File: config.mk
export PLATFORM = sky130hd
export DESIGN_NAME = prog_loader
export DESIGN_NICKNAME = d
export VERILOG_FILES = /design/src/rtl/prog_loader_pkg.sv /design/src/rtl/prog_loader.sv
export SDC_FILE = /design/constraint.sdc
export NUM_CORES = 1
export LEC_CHECK = 0
export ABC_AREA = 1
export CAP_MARGIN = 20
export CORE_UTILIZATION = 55
export CTS_BUF_LIST = sky130_fd_sc_hd__clkbuf_8 sky130_fd_sc_hd__clkbuf_16
export CTS_CLUSTER_DIAMETER = 120
export DETAILED_ROUTE_END_ITERATION = 7
export PLACE_DENSITY = 0.77
export SLEW_MARGIN = 25
export SYNTH_ARGS = -nofsm -noshare
export SYNTH_HDL_FRONTEND = slang
export SYNTH_SLANG_ARGS = --single-unit
File: constraint.sdc
create_clock -name clk_i -period 1.9 [get_ports clk_i]
set_clock_uncertainty 0.2 [all_clocks]
set_input_delay 0.38 -clock clk_i [delete_from_list [all_inputs] [get_ports clk_i]]
set_output_delay 0.38 -clock clk_i [all_outputs]
set_load 0.02 [all_outputs]
File: src/rtl/prog_loader_pkg.sv
// Shared types and constants for the byte-stream program loader.
package prog_loader_pkg;

  typedef enum logic [2:0] {
    StIdle,
    StCount,
    StHi,
    StLo,
    StCksum,
    StRun
  } state_e;

  localparam logic [7:0] HDR_IMEM_DEFAULT = 8'hA5;
  localparam logic [7:0] HDR_DMEM_DEFAULT = 8'h5A;

  localparam logic MEMSEL_IMEM = 1'b0;
  localparam logic MEMSEL_DMEM = 1'b1;

endpackage

File: src/rtl/prog_loader.sv
// Decodes framed packets from a valid/ready byte stream into 16-bit memory writes,
// then hands the CPU control until it reports halt.
module prog_loader #(
  parameter int unsigned ADDR_W   = 8,
  parameter int unsigned DATA_W   = 16,
  parameter logic [7:0]  HDR_IMEM = prog_loader_pkg::HDR_IMEM_DEFAULT,
  parameter logic [7:0]  HDR_DMEM = prog_loader_pkg::HDR_DMEM_DEFAULT
) (
  input  logic              clk_i,
  input  logic              rst_ni,
  input  logic [7:0]        rx_data_i,
  input  logic              rx_valid_i,
  output logic              rx_ready_o,
  output logic              mem_we_o,
  output logic              mem_sel_o,
  output logic [ADDR_W-1:0] mem_addr_o,
  output logic [DATA_W-1:0] mem_wdata_o,
  input  logic              do_halt_i,
  output logic              cpu_run_o,
  output logic              load_busy_o,
  output logic              load_done_o,
  output logic              load_err_o
);
  import prog_loader_pkg::*;

  state_e            state_q, state_d;
  logic              xfer;
  logic              is_hdr;
  logic              sel_q, sel_d;
  logic [ADDR_W-1:0] addr_q, addr_d;
  logic [ADDR_W-1:0] last_q, last_d;
  logic [7:0]        chk_q, chk_d;
  logic [7:0]        hi_q, hi_d;
  logic              we_q, we_d;
  logic [ADDR_W-1:0] waddr_q, waddr_d;
  logic [DATA_W-1:0] wdata_q, wdata_d;
  logic              done_q, done_d;
  logic              err_q, err_d;

  assign xfer   = rx_valid_i && rx_ready_o;
  assign is_hdr = (rx_data_i == HDR_IMEM) || (rx_data_i == HDR_DMEM);

  always_ff @(posedge clk_i or negedge rst_ni) begin
    if (!rst_ni) begin
      state_q <= StIdle;
    end else begin
      state_q <= state_d;
    end
  end

  always_comb begin
    state_d = state_q;
    unique case (state_q)
      StIdle:  if (xfer && is_hdr) state_d = StCount;
      StCount: if (xfer) state_d = StHi;
      StHi:    if (xfer) state_d = StLo;
      StLo:    if (xfer) state_d = (addr_q == last_q) ? StCksum : StHi;
      StCksum: if (xfer) state_d = (rx_data_i == chk_q) ? StRun : StIdle;
      StRun:   if (do_halt_i) state_d = StIdle;
      default: state_d = StIdle;
    endcase
  end

  always_comb begin
    rx_ready_o  = 1'b1;
    cpu_run_o   = 1'b0;
    load_busy_o = 1'b0;
    unique case (state_q)
      StCount, StHi, StLo, StCksum: load_busy_o = 1'b1;
      StRun: begin
        rx_ready_o = 1'b0;
        cpu_run_o  = 1'b1;
      end
      default: ;
    endcase
  end

  // Datapath: packet bookkeeping plus the registered write port.
  always_comb begin
    sel_d   = sel_q;
    addr_d  = addr_q;
    last_d  = last_q;
    chk_d   = chk_q;
    hi_d    = hi_q;
    we_d    = 1'b0;
    waddr_d = waddr_q;
    wdata_d = wdata_q;
    done_d  = 1'b0;
    err_d   = err_q;
    if (xfer) begin
      unique case (state_q)
        StIdle: begin
          if (is_hdr) begin
            sel_d = (rx_data_i == HDR_DMEM) ? MEMSEL_DMEM : MEMSEL_IMEM;
            err_d = 1'b0;
          end
        end
        StCount: begin
          // Count 0 wraps to all-ones, i.e. a full 2**ADDR_W word packet.
          last_d = ADDR_W'(rx_data_i) - ADDR_W'(1);
          chk_d  = rx_data_i;
          addr_d = '0;
        end
        StHi: begin
          hi_d  = rx_data_i;
          chk_d = chk_q ^ rx_data_i;
        end
        StLo: begin
          chk_d   = chk_q ^ rx_data_i;
          we_d    = 1'b1;
          waddr_d = addr_q;
          wdata_d = {hi_q, rx_data_i};
          addr_d  = addr_q + ADDR_W'(1);
        end
        StCksum: begin
          if (rx_data_i == chk_q) begin
            done_d = 1'b1;
          end else begin
            err_d = 1'b1;
          end
        end
        default: ;
      endcase
    end
  end

  always_ff @(posedge clk_i or negedge rst_ni) begin
    if (!rst_ni) begin
      sel_q   <= MEMSEL_IMEM;
      addr_q  <= '0;
      last_q  <= '0;
      chk_q   <= '0;
      hi_q    <= '0;
      we_q    <= 1'b0;
      waddr_q <= '0;
      wdata_q <= '0;
      done_q  <= 1'b0;
      err_q   <= 1'b0;
    end else begin
      sel_q   <= sel_d;
      addr_q  <= addr_d;
      last_q  <= last_d;
      chk_q   <= chk_d;
      hi_q    <= hi_d;
      we_q    <= we_d;
      waddr_q <= waddr_d;
      wdata_q <= wdata_d;
      done_q  <= done_d;
      err_q   <= err_d;
    end
  end

  assign mem_we_o    = we_q;
  assign mem_sel_o   = sel_q;
  assign mem_addr_o  = waddr_q;
  assign mem_wdata_o = wdata_q;
  assign load_done_o = done_q;
  assign load_err_o  = err_q;

endmodule

Yosys cells after proc, flatten, opt, wreduce, memory -nomap -nowiden
Index checks and enable logic that the tools add are counted.
{"block": "word_totals", "input_bits": 12, "word_cells": 71, "reg_bits": 63, "output_inout_bits": 31}
{"block": "op_classes", "addsub": 2, "n_eq_ne": 17, "reduce_logical": 17, "bitwise": 1, "mux": 23}
{"operator": "$pmux 8 s2", "n": 2}
{"operator": "$mux 3", "n": 8}
{"operator": "$pmux 3 s6", "n": 1}
{"operator": "$eq 8x8->1", "n": 2}
{"operator": "$ne 2x2->1 const B", "n": 8}
{"operator": "$mux 1", "n": 11}
{"operator": "$reduce_and 2->1", "n": 5}
{"operator": "$add 8x1->8 const B", "n": 1}
{"operator": "$eq 8x7->1 const B", "n": 1}
{"operator": "$eq 8x8->1 const B", "n": 1}
{"operator": "$sub 8x1->8 const B", "n": 1}
{"operator": "$xor 8x8->8", "n": 1}
{"operator": "$eq 3x2->1 const B", "n": 2}
{"operator": "$eq 3x3->1 const B", "n": 2}
{"operator": "$reduce_and 6->1", "n": 1}
{"operator": "$reduce_bool 2->1", "n": 3}
{"operator": "$reduce_and 4->1", "n": 1}
{"operator": "$reduce_or 4->1", "n": 1}
{"operator": "$eq 3x1->1 const B", "n": 1}
{"operator": "$logic_not 3->1", "n": 1}
{"operator": "$reduce_and 3->1", "n": 1}
{"operator": "$logic_and 1x1->1", "n": 2}
{"operator": "$pmux 1 s2", "n": 1}
{"operator": "$reduce_or 2->1", "n": 1}
{"operator": "$logic_or 1x1->1", "n": 1}

Logic depth before layout (Yosys ltp)
Gate-level depths: netlist of run 1.
{"block": "logic_depth", "ltp_word": 6, "ltp_mapped": 11, "depth_no_buf": 11}

Worst setup path after synthesis of run 1
OpenSTA, ideal clock, no wires.
{"block": "synth_path", "path_type": "register -> output", "from": "register state_q[1]", "to": "output load_busy_o", "t_arrival_ps": 1070, "path_stages_with_launch": 5, "t_required_ps": 1320, "slack_ps": 250, "n_path_buf": 0, "path_cell_list": "dfrtp_1 nor2_1 inv_1 nor2_1 or2_2"}
{"block": "synth_between", "elab_chain_cells": 3, "word_cells_on_any_way": 6, "classes_between": "4 x eq/ne; 1 x mux; 1 x reduce/logical"}
{"element": "from (decl)", "line_no": "prog_loader.sv:26", "source": "state_e state_q, state_d;"}
{"element": "from (signal assigned)", "line_no": "prog_loader.sv:45", "source": "state_q <= StIdle;"}
{"element": "from (signal assigned)", "line_no": "prog_loader.sv:47", "source": "state_q <= state_d;"}
{"element": "$eq 3x1->1, or another cell as far along", "line_no": "prog_loader.sv:68", "source": "unique case (state_q)"}
{"element": "$reduce_or 4->1 (*)", "line_no": "prog_loader.sv:68"}
{"element": "$mux 1 (*)", "line_no": "prog_loader.sv:68"}
{"element": "to (decl)", "line_no": "prog_loader.sv:20", "source": "output logic load_busy_o,"}
Mark *: on every way between the ends. The rest lies on a longest branch, timed or not.

Worst setup path in the final report of run 1
Ends and elaborated chain as after synthesis.

==> run metrics, run 1 <==
Clock transition at path regs 0.07 ns; width of the die 77.9 um; Syn Inst Count 400; Die Footprint 6070 um^2; outcome finished, violations left; fin crit period 1.91 ns; clk sinks 63; Syn Nets 416; antenna cells 0; peak supply drop 0.730 mV; PD cells 1360 nW/um^2; fin crit share 1.01; RSZ-0062 raised after global routing yes; Max Cap Violations 0; worst-case clock buffer depth 2; Core Util, Final 0.755; startpoint types flip-flop; leak pwr 2.44 nW; Synth-to-Final Area Change 31.8%; Seq/Total Area, Yosys 0.497; initial core utilization 0.572; gr usage total 0.283; global-route wire length before repair 12,900 um; Switch Pwr 0.00218 W; post-DP HPWL 5420 um; remaining antenna violation count 0; Clk pwr share 0.205; Max FO, Critical Path 2; worst skew pair latency 0.35 ns; WHS 0.270 ns; Synth area leader dfrtp_1; Post-synth EDFFs 0; Max Freq 0.523 GHz; largest net degree at the start of global routing 64; H-tree depth 3; Worst EP required 1.32 ns; main area contributors after synthesis dfrtp_1 50%, nand2_1 16%, nor2_1 5.4%; commonest cells after routing, fill and taps aside 132 x nand2_1, 63 x dfrtp_1, 44 x nor2_1, 41 x inv_1, 35 x buf_4; yosys warns 0; WL per Instance 13.4 um; Final setup viols 1; failing checks negative setup slack; Routed WL 7490 um; Placer Congestion 0.935; Worst EP arrival 1.33 ns; Crit Path Class flip-flop to primary output; share of the synthesized area in the top cell type 0.497; area of the core 5540 um^2; post-synthesis cell area 3170 um^2; Die Ht 77.9 um; #FFs+latches synth 63; main flop type after synthesis dfrtp_1; drt pass-1 iters 4; ys async rst share 1.00; grt total ovfl 0; Final Max Slew Viols 0; initial antenna violation count 0; Clock Tree Root clkbuf_8; share of post-route cells with drive strength above 1 0.158; sequential share of power 0.379; most common cell after layout, fill and taps aside nand2_1; Layout Nets 497; final hold vios 0; vias in the first global route 2,756; Worst Setup End Kind primary output; CTS Buf Count 9; Worst Tran Pin Value 0.343 ns; Top Ports 43; IO Port Bufs 42; Max-slew headroom 0.771; # DRC 0; CTS tree yes; row count 27; vias 2,830; Int Power 0.00350 W; Syn Area/Cell 7.93 um^2; worst hold path class flip-flop to flip-flop; worst setup margin -0.0103 ns; initial DRC count 173; Via-to-Cell Ratio 5.07; Sw Ratio 0.384; Netlist cell types 29; Comb power frac 0.416
power groups by stage:
stage	Combinational (W)	Sequential, W	Clock [W]
after floorplan	0.00118	0.00242	0
after global placement	0.00231	0.00216	0
after detailed placement	0.00238	0.00218	0
after CTS	0.00237	0.00217	0.00118
after global routing	0.00265	0.00222	0.00124
final	0.00237	0.00216	0.00116
flip-flops by register name (all words and copies together), names as in the netlist:
name,cells
load_done_o,1
hi_q,8
load_err_o,1
last_q,8
chk_q,8
mem_we_o,1
mem_sel_o,1
mem_addr_o,8
addr_q,8
mem_wdata_o,16
state_q,3
timing repair:
| item | CTS | global route |
|---|---|---|
| hold endpoints to repair | 63 | 0 |
| setup buffers | 0 | 1 |
| gates resized for setup | 18 | 30 |
| hold buffers | 1 | 0 |
| pin swaps | 1 | 4 |
| endpoints found under the setup margin | 7 | 27 |
stage by stage:
step	worst slack, ns	area [um^2]	std cells	total power [W]	setup TNS, ns
final	-0.0103	4180	558	0.00569	-0.0103
after global routing	-0.0597	4180	558	0.00611	-0.109
after CTS	-0.0716	4100	557	0.00571	-0.0716
after detailed placement	-0.214	3910	540	0.00456	-2.14
after global placement	-0.127	3910	540	0.00447	-1.07
after floorplan	0.250	3170	400	0.00360	0
cell usage after synthesis (4+ instances only):
| cell type | instances |
|---|---|
| inv_2 | 4 |
| dfrtp_1 | 63 |
| nor3_1 | 6 |
| nor2_1 | 46 |
| buf_2 | 4 |
| xnor2_1 | 6 |
| inv_1 | 43 |
| o21ai_0 | 27 |
| nand2_1 | 132 |
| ha_1 | 4 |
| xor2_1 | 10 |
| o21ai_1 | 10 |
| a31oi_1 | 4 |
| nand3_1 | 15 |
| buf_6 | 5 |
| a21oi_1 | 4 |
worst max-delay path: stages (launching register included):
cell	delay, ns
dfrtp_1	0.39
nor2_2	0.17
nor2_2	0.07
or2_4	0.23
buf_6	0.13
kinds of logic (layout without fill, tap and decap cells):
logic type	Yosys count	after routing	share of synthesized area
buf+inv	58	144	0.0820
compound gates	49	49	0.0844
xor+xnor	16	16	0.0442
flops	63	63	0.497
fa+ha+maj	4	4	0.0158
simple gates	210	210	0.277
path summary, 6_finish.rpt:
kind / from / to / slack, ns / cells past startpoint
worst min-delay path: mem_wdata_o[8] / mem_wdata_o[8] / 0.27 / 2
worst max register to register: state_q[2] / addr_q[4] / 0.15 / 7
min in group asynchronous: rst_ni / mem_addr_o[6] / 0.37 / 3
worst min register to register: mem_wdata_o[8] / mem_wdata_o[8] / 0.27 / 2
max in group asynchronous: rst_ni / addr_q[4] / 0.84 / 3
worst max-delay path: state_q[1] / load_busy_o / -0.01 / 4
layer usage:
metal  share of wire  vias to the layer above  GRT usage  routed length (um)
met5               0                        -          0                   0
met4           0.022                        0      0.113                 168
met3           0.048                       17     0.0600                 363
met2            0.49                       76      0.458                3660
met1            0.44                     1329      0.372                3300
li1                -                     1408          -                   -
final cells by class:
| type | count | area [um^2] |
|---|---|---|
| timing repair buffer | 80 | 785 |
| multi-input combinational | 279 | 1350 |
| clock buffer | 10 | 138 |
| fill | 440 | 1360 |
| clock inverter | 6 | 60.1 |
| tap | 72 | 90.1 |
| inverter | 48 | 180 |
| sequential | 63 | 1580 |
(Power assumes the default switching activity.)
==> inputs of run 2 (changes only) <==
==> constraint.sdc (replaced) <==
create_clock -name clk_i -period 2.2 [get_ports clk_i]
set_clock_uncertainty 0.2 [all_clocks]
set_input_delay 0.44 -clock clk_i [delete_from_list [all_inputs] [get_ports clk_i]]
set_output_delay 0.44 -clock clk_i [all_outputs]
set_load 0.02 [all_outputs]
==> run metrics, run 2 (same netlist as run 1, synthesis figures left out) <==
Synth-to-Final Area Change 25.1% (was 31.8%); CTS tree yes (unchanged); R2R Path Start state_q[2] (unchanged); Max-slew headroom 0.778 (was 0.771); initial antenna violation count 0 (unchanged); Layout Nets 483 (was 497); Via-to-Cell Ratio 5.03 (was 5.07); CP peak stage delay 0.40 ns (was 0.39 ns); Hold Path Stages 2 (unchanged); fin crit share 0.938; Die Footprint 6070 um^2 (unchanged); outcome completed (was finished, violations left); largest net degree at the start of global routing 64 (unchanged); Worst EP required 1.56 ns (was 1.32 ns); Clock Tree Root clkbuf_8 (unchanged); Worst EP arrival 1.42 ns (was 1.33 ns); final hold vios 0 (unchanged); post-DP HPWL 5190 um (was 5420 um); FILL cells 465 (was 440); antenna cells 0 (unchanged); Final Max Slew Viols 0 (unchanged); max reg flops 16 (unchanged); crit-path cells nor2_2 -> nor2_2 -> or2_2 -> clkbuf_2 (was nor2_2 -> nor2_2 -> or2_4 -> buf_6); Max Freq 0.484 GHz; Worst Tran Pin Value 0.334 ns (was 0.343 ns); area of the multi-input gates 1340 um^2 (was 1350 um^2); row count 27 (unchanged); pre-CTS setup slack -0.0343 ns (was -0.214 ns); clk sinks 63 (unchanged); hold_sp mem_wdata_o[13] (was mem_wdata_o[8]); worst hold path class flip-flop to flip-flop (unchanged); RSZ-0062 raised after global routing no (was yes); share of post-route cells with drive strength above 1 0.121 (was 0.158); initial DRC count 183 (was 173); Placer Congestion 0.929 (was 0.935); worst skew pair latency 0.34 ns (was 0.35 ns); Routed WL 7070 um (was 7490 um); Pwr Total 0.00474 W (was 0.00569 W); H-tree depth 3 (unchanged); fin crit period 2.06 ns; Crit Path Class flip-flop to primary output (unchanged); remaining antenna violation count 0 (unchanged); FF-to-FF path depth 7 (unchanged); Clock transition at path regs 0.06 ns (was 0.07 ns); gr usage total 0.264 (was 0.283); # DRC 0 (unchanged); Critical-path top delay cell dfrtp_1 (unchanged); vias in the first global route 2,583 (was 2,756); peak supply drop 0.622 mV (was 0.730 mV); global-route wire length before repair 12,300 um (was 12,900 um); grt total ovfl 0 (unchanged); vias 2,737 (was 2,830); area of the core 5540 um^2 (unchanged); WL per Instance 13.0 um (was 13.4 um); flop-to-flop setup slack 0.41 ns (was 0.15 ns); R2R Path End last_q[5] (was addr_q[4]); WHS 0.271 ns (was 0.270 ns); worst setup margin 0.136 ns (was -0.0103 ns); Top Family by Delay on Critical Path simple AND/OR/NAND/NOR gates (unchanged); leak pwr 2.03 nW (was 2.44 nW); commonest cells after routing, fill and taps aside 132 x nand2_1, 63 x dfrtp_1, 45 x inv_1, 45 x nor2_1, 38 x clkdlybuf4s50_1 (was 132 x nand2_1, 63 x dfrtp_1, 44 x nor2_1, 41 x inv_1, 35 x buf_4); Max Cap Violations 0 (unchanged); Die Ht 77.9 um (unchanged); CP most frequent cell nor2_2 (unchanged); worst-case clock buffer depth 2 (unchanged); CP bufs+invs 1 (unchanged); Worst Setup End Kind primary output (unchanged); initial core utilization 0.572 (unchanged); Final setup viols 0 (was 1); CTS Buf Count 9 (unchanged); Top Ports 43 (unchanged); Hold Path End mem_wdata_o[13] (was mem_wdata_o[8]); IO Port Bufs 42 (unchanged); startpoint types flip-flop (unchanged); Max FO, Critical Path 3 (was 2); PD cells 1190 nW/um^2 (was 1360 nW/um^2); most common cell after layout, fill and taps aside nand2_1 (unchanged); drt pass-1 iters 4 (unchanged); width of the die 77.9 um (unchanged); Reg area 1580 um^2 (unchanged)
[run 2: cell type report]
type / count / area share
clock inverters: 5 / 0.00631
multi-input cells: 279 / 0.337
flip-flops and latches: 63 / 0.397
well taps: 72 / 0.0227
clock buffers: 11 / 0.0381
repair buffers: 66 / 0.153
inverters: 48 / 0.0454
[run 2: metrics by stage]
stage           util  std cells  TNS [ns]  instance area (um^2)
5_1_grt        0.716        544         0                  3970
3_3_place_gp   0.685        527         0                  3790
3_5_place_dp   0.685        527   -0.0873                  3790
2_1_floorplan      -        400         0                  3170
4_1_cts        0.719        544         0                  3980
6_report       0.716        544         0                  3970
[run 2: worst max-delay path by stage]
| stage | startpoint | endpoint | cells after the start | slack, ns |
|---|---|---|---|---|
| finish | state_q[1] | load_busy_o | 4 | 0.14 |
| global route | state_q[1] | cpu_run_o | 5 | 0.06 |
| CTS | state_q[1] | load_busy_o | 4 | 0.001 |
| detailed placement | rx_data_i[0] | state_q[1] | 11 | -0.03 |
| global placement | rx_data_i[0] | state_q[1] | 11 | 0.03 |
| floorplan | state_q[1] | load_busy_o | 4 | 0.49 |
[run 2: power breakdown]
part	internal [W]	leakage, nW	switching, W
logic	0.000862	1.12	0.00111
registers	0.00160	0.809	0.000274
clock network	0.000458	0.0977	0.000434
total	0.00292	2.03	0.00182
[run 2: repair_timing]
| action | CTS | global route |
|---|---|---|
| hold buffers | 1 | 0 |
| resized for setup | 5 | 5 |
| buffers inserted | 0 | 0 |
| setup endpoints to repair | 3 | 3 |
| hold endpoints to repair | 63 | 0 |
[run 2: worst reg2reg max path: cells and delay by family, from the launching register on]
kind                   cells  cell delay, ns
and+or+nand+nor            2            0.33
buffers and inverters      3            0.38
AOI/OAI and AO/OA          2            0.29
DFF                        1            0.48
[run 2: routing by layer]
layer	vias to the layer above	track usage	routed length (um)
met5	-	0	0
met4	0	0.0815	111
met3	13	0.0553	231
met2	56	0.424	3350
met1	1290	0.362	3380
li1	1378	-	-
==> inputs of run 3 (changes only) <==
--- a/config.mk
+++ b/config.mk
@@ -10,6 +10,7 @@
 export CORE_UTILIZATION = 55
 export CTS_BUF_LIST = sky130_fd_sc_hd__clkbuf_8 sky130_fd_sc_hd__clkbuf_16
 export CTS_CLUSTER_DIAMETER = 120
+export CTS_CLUSTER_SIZE = 10
 export DETAILED_ROUTE_END_ITERATION = 7
 export PLACE_DENSITY = 0.77
 export SLEW_MARGIN = 25
==> results of run 3 <==
Same layout as run 2: the final DEF is identical, and so are final timing and power.
